===== src/rtl/pipe_ctrl.sv =====
// -----------------------------------------------------------------------------
// pipe_ctrl: pipeline hazard / redirect controller.
//
// Turns per-stage stall requests into a per-stage hold vector (a stage that
// stalls also holds every stage upstream of it). It converts exception or
// redirect requests into a registered one-cycle flush strobe that carries the
// redirect target. It also keeps a saturating count of stalled cycles.
//
// Optional feature: define STALL_WDOG_EN to compile in a stall watchdog. The
// watchdog raises a sticky timeout after WDOG_MAX consecutive stalled cycles.
// Without the macro, timeout_o is tied low.
//
// Ports:
//   clk_i           rising-edge clock for all state
//   rst             synchronous, active-high reset
//   stallreq_i      per-stage stall request, bit 0 = PC stage
//   flush_req_i     exception/redirect request (pulse or level)
//   flush_pc_i      redirect target, sampled together with flush_req_i
//   stall_o         per-stage hold vector, combinational, 1 = hold
//   flush_o         registered one-cycle flush strobe
//   new_pc_o        registered redirect target, valid while flush_o = 1
//   stall_cycles_o  saturating count of cycles with any stall_o bit set
//   timeout_o       sticky watchdog flag
// -----------------------------------------------------------------------------
module pipe_ctrl #(
  parameter int unsigned NSTAGE   = 6,
  parameter int unsigned ADDR_W   = 32,
  parameter int unsigned WDOG_MAX = 255,
  parameter int unsigned CNT_W    = 32
) (
  input  logic              clk_i,
  input  logic              rst,
  input  logic [NSTAGE-1:0] stallreq_i,
  input  logic              flush_req_i,
  input  logic [ADDR_W-1:0] flush_pc_i,
  output logic [NSTAGE-1:0] stall_o,
  output logic              flush_o,
  output logic [ADDR_W-1:0] new_pc_o,
  output logic [CNT_W-1:0]  stall_cycles_o,
  output logic              timeout_o
);

  typedef enum logic [1:0] {
    StRun,
    StStall,
    StFlush
  } state_e;

  state_e            state_q, state_d;
  logic [ADDR_W-1:0] new_pc_q, new_pc_d;
  logic [CNT_W-1:0]  stall_cycles_q, stall_cycles_d;
  logic [NSTAGE-1:0] stall_therm;
  logic              any_stall;

  // A stall at stage k must also hold every upstream stage, so stall_o is the
  // prefix-OR of the requests taken from the writeback end downwards.
  always_comb begin
    stall_therm = '0;
    stall_therm[NSTAGE-1] = stallreq_i[NSTAGE-1];
    for (int i = int'(NSTAGE) - 2; i >= 0; i--) begin
      stall_therm[i] = stall_therm[i+1] | stallreq_i[i];
    end
  end

  // The flush cycle squashes everything, so nothing may be held during it.
  assign stall_o   = (rst || (state_q == StFlush)) ? '0 : stall_therm;
  assign any_stall = |stall_o;

  // A flush request overrides any stall request from every state.
  always_comb begin
    state_d = state_q;
    unique case (state_q)
      StRun, StStall, StFlush: begin
        if (flush_req_i) begin
          state_d = StFlush;
        end else if (|stallreq_i) begin
          state_d = StStall;
        end else begin
          state_d = StRun;
        end
      end
      default: state_d = StRun;
    endcase
  end

  always_comb begin
    new_pc_d       = new_pc_q;
    stall_cycles_d = stall_cycles_q;
    if (flush_req_i) begin
      new_pc_d = flush_pc_i;
    end
    if (any_stall && (stall_cycles_q != {CNT_W{1'b1}})) begin
      stall_cycles_d = stall_cycles_q + CNT_W'(1);
    end
  end

  always_ff @(posedge clk_i) begin
    if (rst) begin
      state_q        <= StRun;
      new_pc_q       <= '0;
      stall_cycles_q <= '0;
    end else begin
      state_q        <= state_d;
      new_pc_q       <= new_pc_d;
      stall_cycles_q <= stall_cycles_d;
    end
  end

  assign flush_o        = (state_q == StFlush);
  assign new_pc_o       = new_pc_q;
  assign stall_cycles_o = stall_cycles_q;

`ifdef STALL_WDOG_EN
  localparam int unsigned WdogW = (WDOG_MAX < 1) ? 1 : $clog2(WDOG_MAX + 1);
  localparam logic [WdogW-1:0] WdogLim = WdogW'(WDOG_MAX);

  logic [WdogW-1:0] wdog_q, wdog_d;
  logic             timeout_q, timeout_d;

  // The count parks at the limit, so the flag can be latched one edge after
  // the limit is reached even if the stall drops in that same cycle.
  always_comb begin
    wdog_d    = wdog_q;
    timeout_d = timeout_q | (wdog_q == WdogLim);
    if (!any_stall || flush_req_i) begin
      wdog_d = '0;
    end else if (wdog_q != WdogLim) begin
      wdog_d = wdog_q + WdogW'(1);
    end
  end

  always_ff @(posedge clk_i) begin
    if (rst) begin
      wdog_q    <= '0;
      timeout_q <= 1'b0;
    end else begin
      wdog_q    <= wdog_d;
      timeout_q <= timeout_d;
    end
  end

  assign timeout_o = timeout_q;
`else
  logic unused_wdog_max;
  assign unused_wdog_max = ^WDOG_MAX;
  assign timeout_o       = 1'b0;
`endif

endmodule


===== config.mk =====
export PLATFORM = sky130hd
export DESIGN_NAME = pipe_ctrl
export DESIGN_NICKNAME = d
export VERILOG_FILES = /design/src/rtl/pipe_ctrl.sv
export SDC_FILE = /design/constraint.sdc
export NUM_CORES = 1
export LEC_CHECK = 0
export CAP_MARGIN = 20
export CORE_ASPECT_RATIO = 1.75
export CORE_UTILIZATION = 60
export CTS_CLUSTER_DIAMETER = 40
export DETAILED_ROUTE_END_ITERATION = 12
export DONT_BUFFER_PORTS = 1
export PLACE_DENSITY = 0.76
export SLEW_MARGIN = 15
export SYNTH_ARGS = -nofsm -noshare
export SYNTH_HDL_FRONTEND = slang
export SYNTH_SLANG_ARGS = --single-unit

===== constraint.sdc =====
create_clock -name clk_i -period 3 [get_ports clk_i]
set_clock_uncertainty 0.15 [all_clocks]
set_input_delay 0.9 -clock clk_i [delete_from_list [all_inputs] [get_ports clk_i]]
set_output_delay 0.9 -clock clk_i [all_outputs]
set_load 0.01 [all_outputs]

Yosys cells after proc, flatten, opt, wreduce, memory -nomap -nowiden. Cells that the tools add are included.

Reductions and logical operators: 8. $add $sub $neg: 1. Bitwise operators: 6. Multiplexer cells: 3. Equality and inequality tests: 3.

Operator list (number): adder 32 x 1 -> 32 bit, second input constant (1); != test 32 bit, second input constant (1); OR reduction 6 bit (2); 2-to-1 mux 6 bit (1); OR reduction 3 bit (2); bitwise OR 1 bit (5); == test 2 x 1 -> 1 bit, second input constant (1); == test 2 bit, second input constant (1); zero test 2 bit (1); 2-to-1 mux 2 bit (1); OR reduction 2 bit (1); logical AND 1 bit (1); logical OR 1 bit (1); 2-to-1 mux 1 bit (1); NOT 1 bit (1).

Bits in registers: 66. Logic and storage cells: 25. Input port bits: 41. Output and inout port bits: 72.

Depth between registers and ports, before layout.
Depth in word-level cells: 8. Depth in mapped cells: 8. Mapped depth without buffers: 6.

Worst setup path after synthesis. Ideal clock, no wire load.

Path type: input port to output port. Start: in rst. End: out stall_o[1]. Path buffers: 1. Data required time: 1.950 ns. Arrival time: 1.624 ns. Stages on the path: 3. Path slack: 0.326 ns. Cells stage by stage: clkbuf_1 or2_2 a21oi_1.

Longest elaborated chain between the ends: 2.

Ends and longest elaborated chain: from (decl) (line 32) `input logic rst,`; logical OR 1 bit (line 66) `assign stall_o = (rst || (state_q == StFlush)) ? '0 : stall_therm;`; 2-to-1 mux 6 bit (line 66); to (decl) (line 36) `output logic [NSTAGE-1:0] stall_o,`.

Every way passes these cells.

Final worst setup path.
Start: reg stall_cycles_q[2] (netlist: stall_cycles_o[2]). End: reg stall_cycles_q[5] (netlist: stall_cycles_o[5]).

Longest elaborated chain between the ends: 2. Elaborated cells between the ends (all ways): 3. Classes of those cells: add/sub: 1; eq/ne: 1; reduce/logical: 1.

Ends and longest elaborated chain: from (decl) (line 51) `logic [CNT_W-1:0] stall_cycles_q, stall_cycles_d;`; from (signal assigned) (line 105) `stall_cycles_q <= stall_cycles_d;`; parallel branches: the longest is 2 deep, another holds adder 32 x 1 -> 32 bit.

Several ways; the timed one is not identified. A chain may end at the register's enable or synchronous reset.

==> out/results.ini <==
[outcome]
outcome=complete, no violations

[detailed_routing]
avgViaCountPerCell=6.352
drc_errors=0
first_iter_violations=74
dr.pass1.iters=5
wire_per_inst_microns=16.93
vias=2363
routed_wirelength_microns=6299
antenna_left=0

[placed_design]
place.gp.congestion=0.7315
io_buffers=0
hpwl_microns=4491

[clocking]
root_buffer=clkbuf_8
ctsHoldBuffers=0
cts_tree=built
clk_latency_ns=0.34
cts_buffer_depth=2
clock-sinks=66
htreeDepth=3
numCtsBuffers=9
ctsResizeCount=0
post_cts_buffers=0
clkTransAtPathRegs_ns=0.07

[timing]
min_period_ns=2.704
finalHoldViolations=0
fmax_mhz=369.8
drv_slew=0
holdWs_ns=0.3825
slew_headroom_pct=37.49
period_share_pct=90.14
rsz0062_at_grt=no
worst_slew_pin_slew_ns=0.9320
finalSetupViolCount=0
setup_tns_ns=0

[global_route]
grt_pass1_wl_microns=9722
grt_antenna_before_repair=0
grt_max_degree=64
grt_pass1_vias=2195
grt.overflow.total=0
track_usage_pct=26.27

[logic_synthesis]
synth.distinct_cells=39
yosysTopAreaCellShare_pct=46.30
async_flop_share_pct=0
synth_edf_count=0
syn_area_per_cell_sq_um=9.003
netlist_top_cells_area=dfxtp_1 (46%), mux2i_1 (12%), nor2_1 (6.0%), a21oi_1 (4.2%), or3_1 (2.8%)
synthCells=317
syn-num-nets=359
synth_area_sq_um=2854
yosys_most_used_dff=dfxtp_1
yosysTopAreaCell=dfxtp_1
seq_area_frac_synth_pct=46.30
yosysWarnings=0
ys_ff_latch=66

[critical_path]
cp-start-kind=register
critPathCaptureType=register
slowest_stage=o31ai_2
path_buf_inv=1
worstPathArrival_ns=2.79
crit_type=reg -> reg
cp.required_ns=3.09
critPathTopFamily=compound AO/OA/AOI/OAI gates
slowest_delay_ns=0.80
crit_path_cell_trace=nand3_1, or2_2, o31ai_2, buf_4, o311ai_0, o41ai_1
crit_fanout=15

[die]
core_sq_um=4484
die_area_sq_um=5047
die_y_microns=93.24
design.portCount=113
die_w_microns=54.14
initial_core_util_pct=63.64
rows=32

[finish]
multiInputGateArea_sq_um=1428
diodes=0
fin_nets=358
nFillCells=374
syn2layout_area_growth_pct=8.856
drive_gt1_share_pct=8.723
ff_latch_area_sq_um=1321

[pwr]
ir_worst_vdd_mv=0.5281
total_power_mw=1.855
leakagePower_nw=1.143
p_per_area_nw_per_um2=597.1

[hold_path]
hold_path.class=reg -> reg

[run]
cap_violations=0

state kept, by name (all words and copies together) (netlist names):
register        cells
new_pc_o           32
stall_cycles_o     32
state_q             2
where the power goes:
group	switching, mW	internal [mW]
combinational	0.0441	0.0413
clock	0.340	0.492
sequential	0.0322	0.906
area by class of cell:
class / count / area share [%]
repair buffers: 5 / 1.208
clock buffers: 10 / 4.430
well taps: 51 / 2.054
clock inverters: 6 / 2.859
flip-flops and latches: 66 / 42.53
multi-input cells: 226 / 45.95
inverters: 8 / 0.9666
Yosys cell counts (4+ instances only):
cell and n:
a21oi_1 24, and3_1 4, and4_1 6, buf_1 4
clkbuf_1 8, dfxtp_1 66, inv_1 8, mux2i_1 35
nand2_1 13, nand3_1 12, nand4_1 10, nor2_1 46
o21ai_0 13, o31ai_1 10, or3_1 13, or4_1 10
layout by cell type, fill, tap and decap left out, types with 2 or more instances in the layout:
master / instances
nor4_1: 2
clkinvlp_4: 2
dfxtp_1: 66
mux2i_1: 35
o21a_1: 3
inv_1: 8
o41ai_1: 2
nand4_1: 10
or4_1: 10
nor3_1: 2
and3_1: 4
or3_1: 13
buf_4: 5
or2_2: 3
o21ai_0: 13
clkbuf_8: 10
o211ai_1: 2
and4_1: 6
o311ai_0: 2
nor2_1: 46
a21oi_1: 24
o31ai_1: 10
nand3_1: 12
nand2_1: 13
nor2b_1: 2
bufinv_16: 2
metrics by stage:
stage	worst slack [ns]	util [%]	area, sq um	std cells
after floorplan	0.3260	-	2854	317
after global placement	0.1852	64.23	2880	356
after detailed placement	0.1348	64.23	2880	356
after CTS	0.2994	69.28	3107	372
after global routing	0.08386	69.28	3107	372
final	0.2957	69.28	3107	372
routing by layer:
metal	track usage (%)	vias up	wire (microns)
met4	11.75	0	114
met5	0	-	0
met3	10.41	11	506
li1	-	1152	-
met2	43.80	95	3287
met1	27.66	1105	2391
tightest hold or removal path: stages, from the launching register on:
cell	delay, ns
dfxtp_1	0.36
o31ai_1	0.08
a21oi_1	0.05
path summary, 6_finish.rpt:
| kind | startpoint | to | slack [ns] | cells past startpoint |
|---|---|---|---|---|
| worst min register to register | stall_cycles_o[13] | stall_cycles_o[13] | 0.38 | 2 |
| worst max-delay path | stall_cycles_o[2] | stall_cycles_o[5] | 0.30 | 6 |
| worst min-delay path | stall_cycles_o[13] | stall_cycles_o[13] | 0.38 | 2 |
| worst max register to register | stall_cycles_o[2] | stall_cycles_o[5] | 0.30 | 6 |
logic make-up after synthesis:
family / Yosys count / share of synthesized area [%]
AOI/OAI and AO/OA: 59 / 12.85
xor gates and xnor gates: 2 / 0.6139
adders and majority gates: 1 / 0.4383
buffers and inverters: 25 / 3.682
DFF: 66 / 46.30
muxes: 36 / 12.67
other: 1 / 0.1314
and+or+nand+nor: 127 / 23.32
No activity file was read; power rests on OpenSTA's default activity.
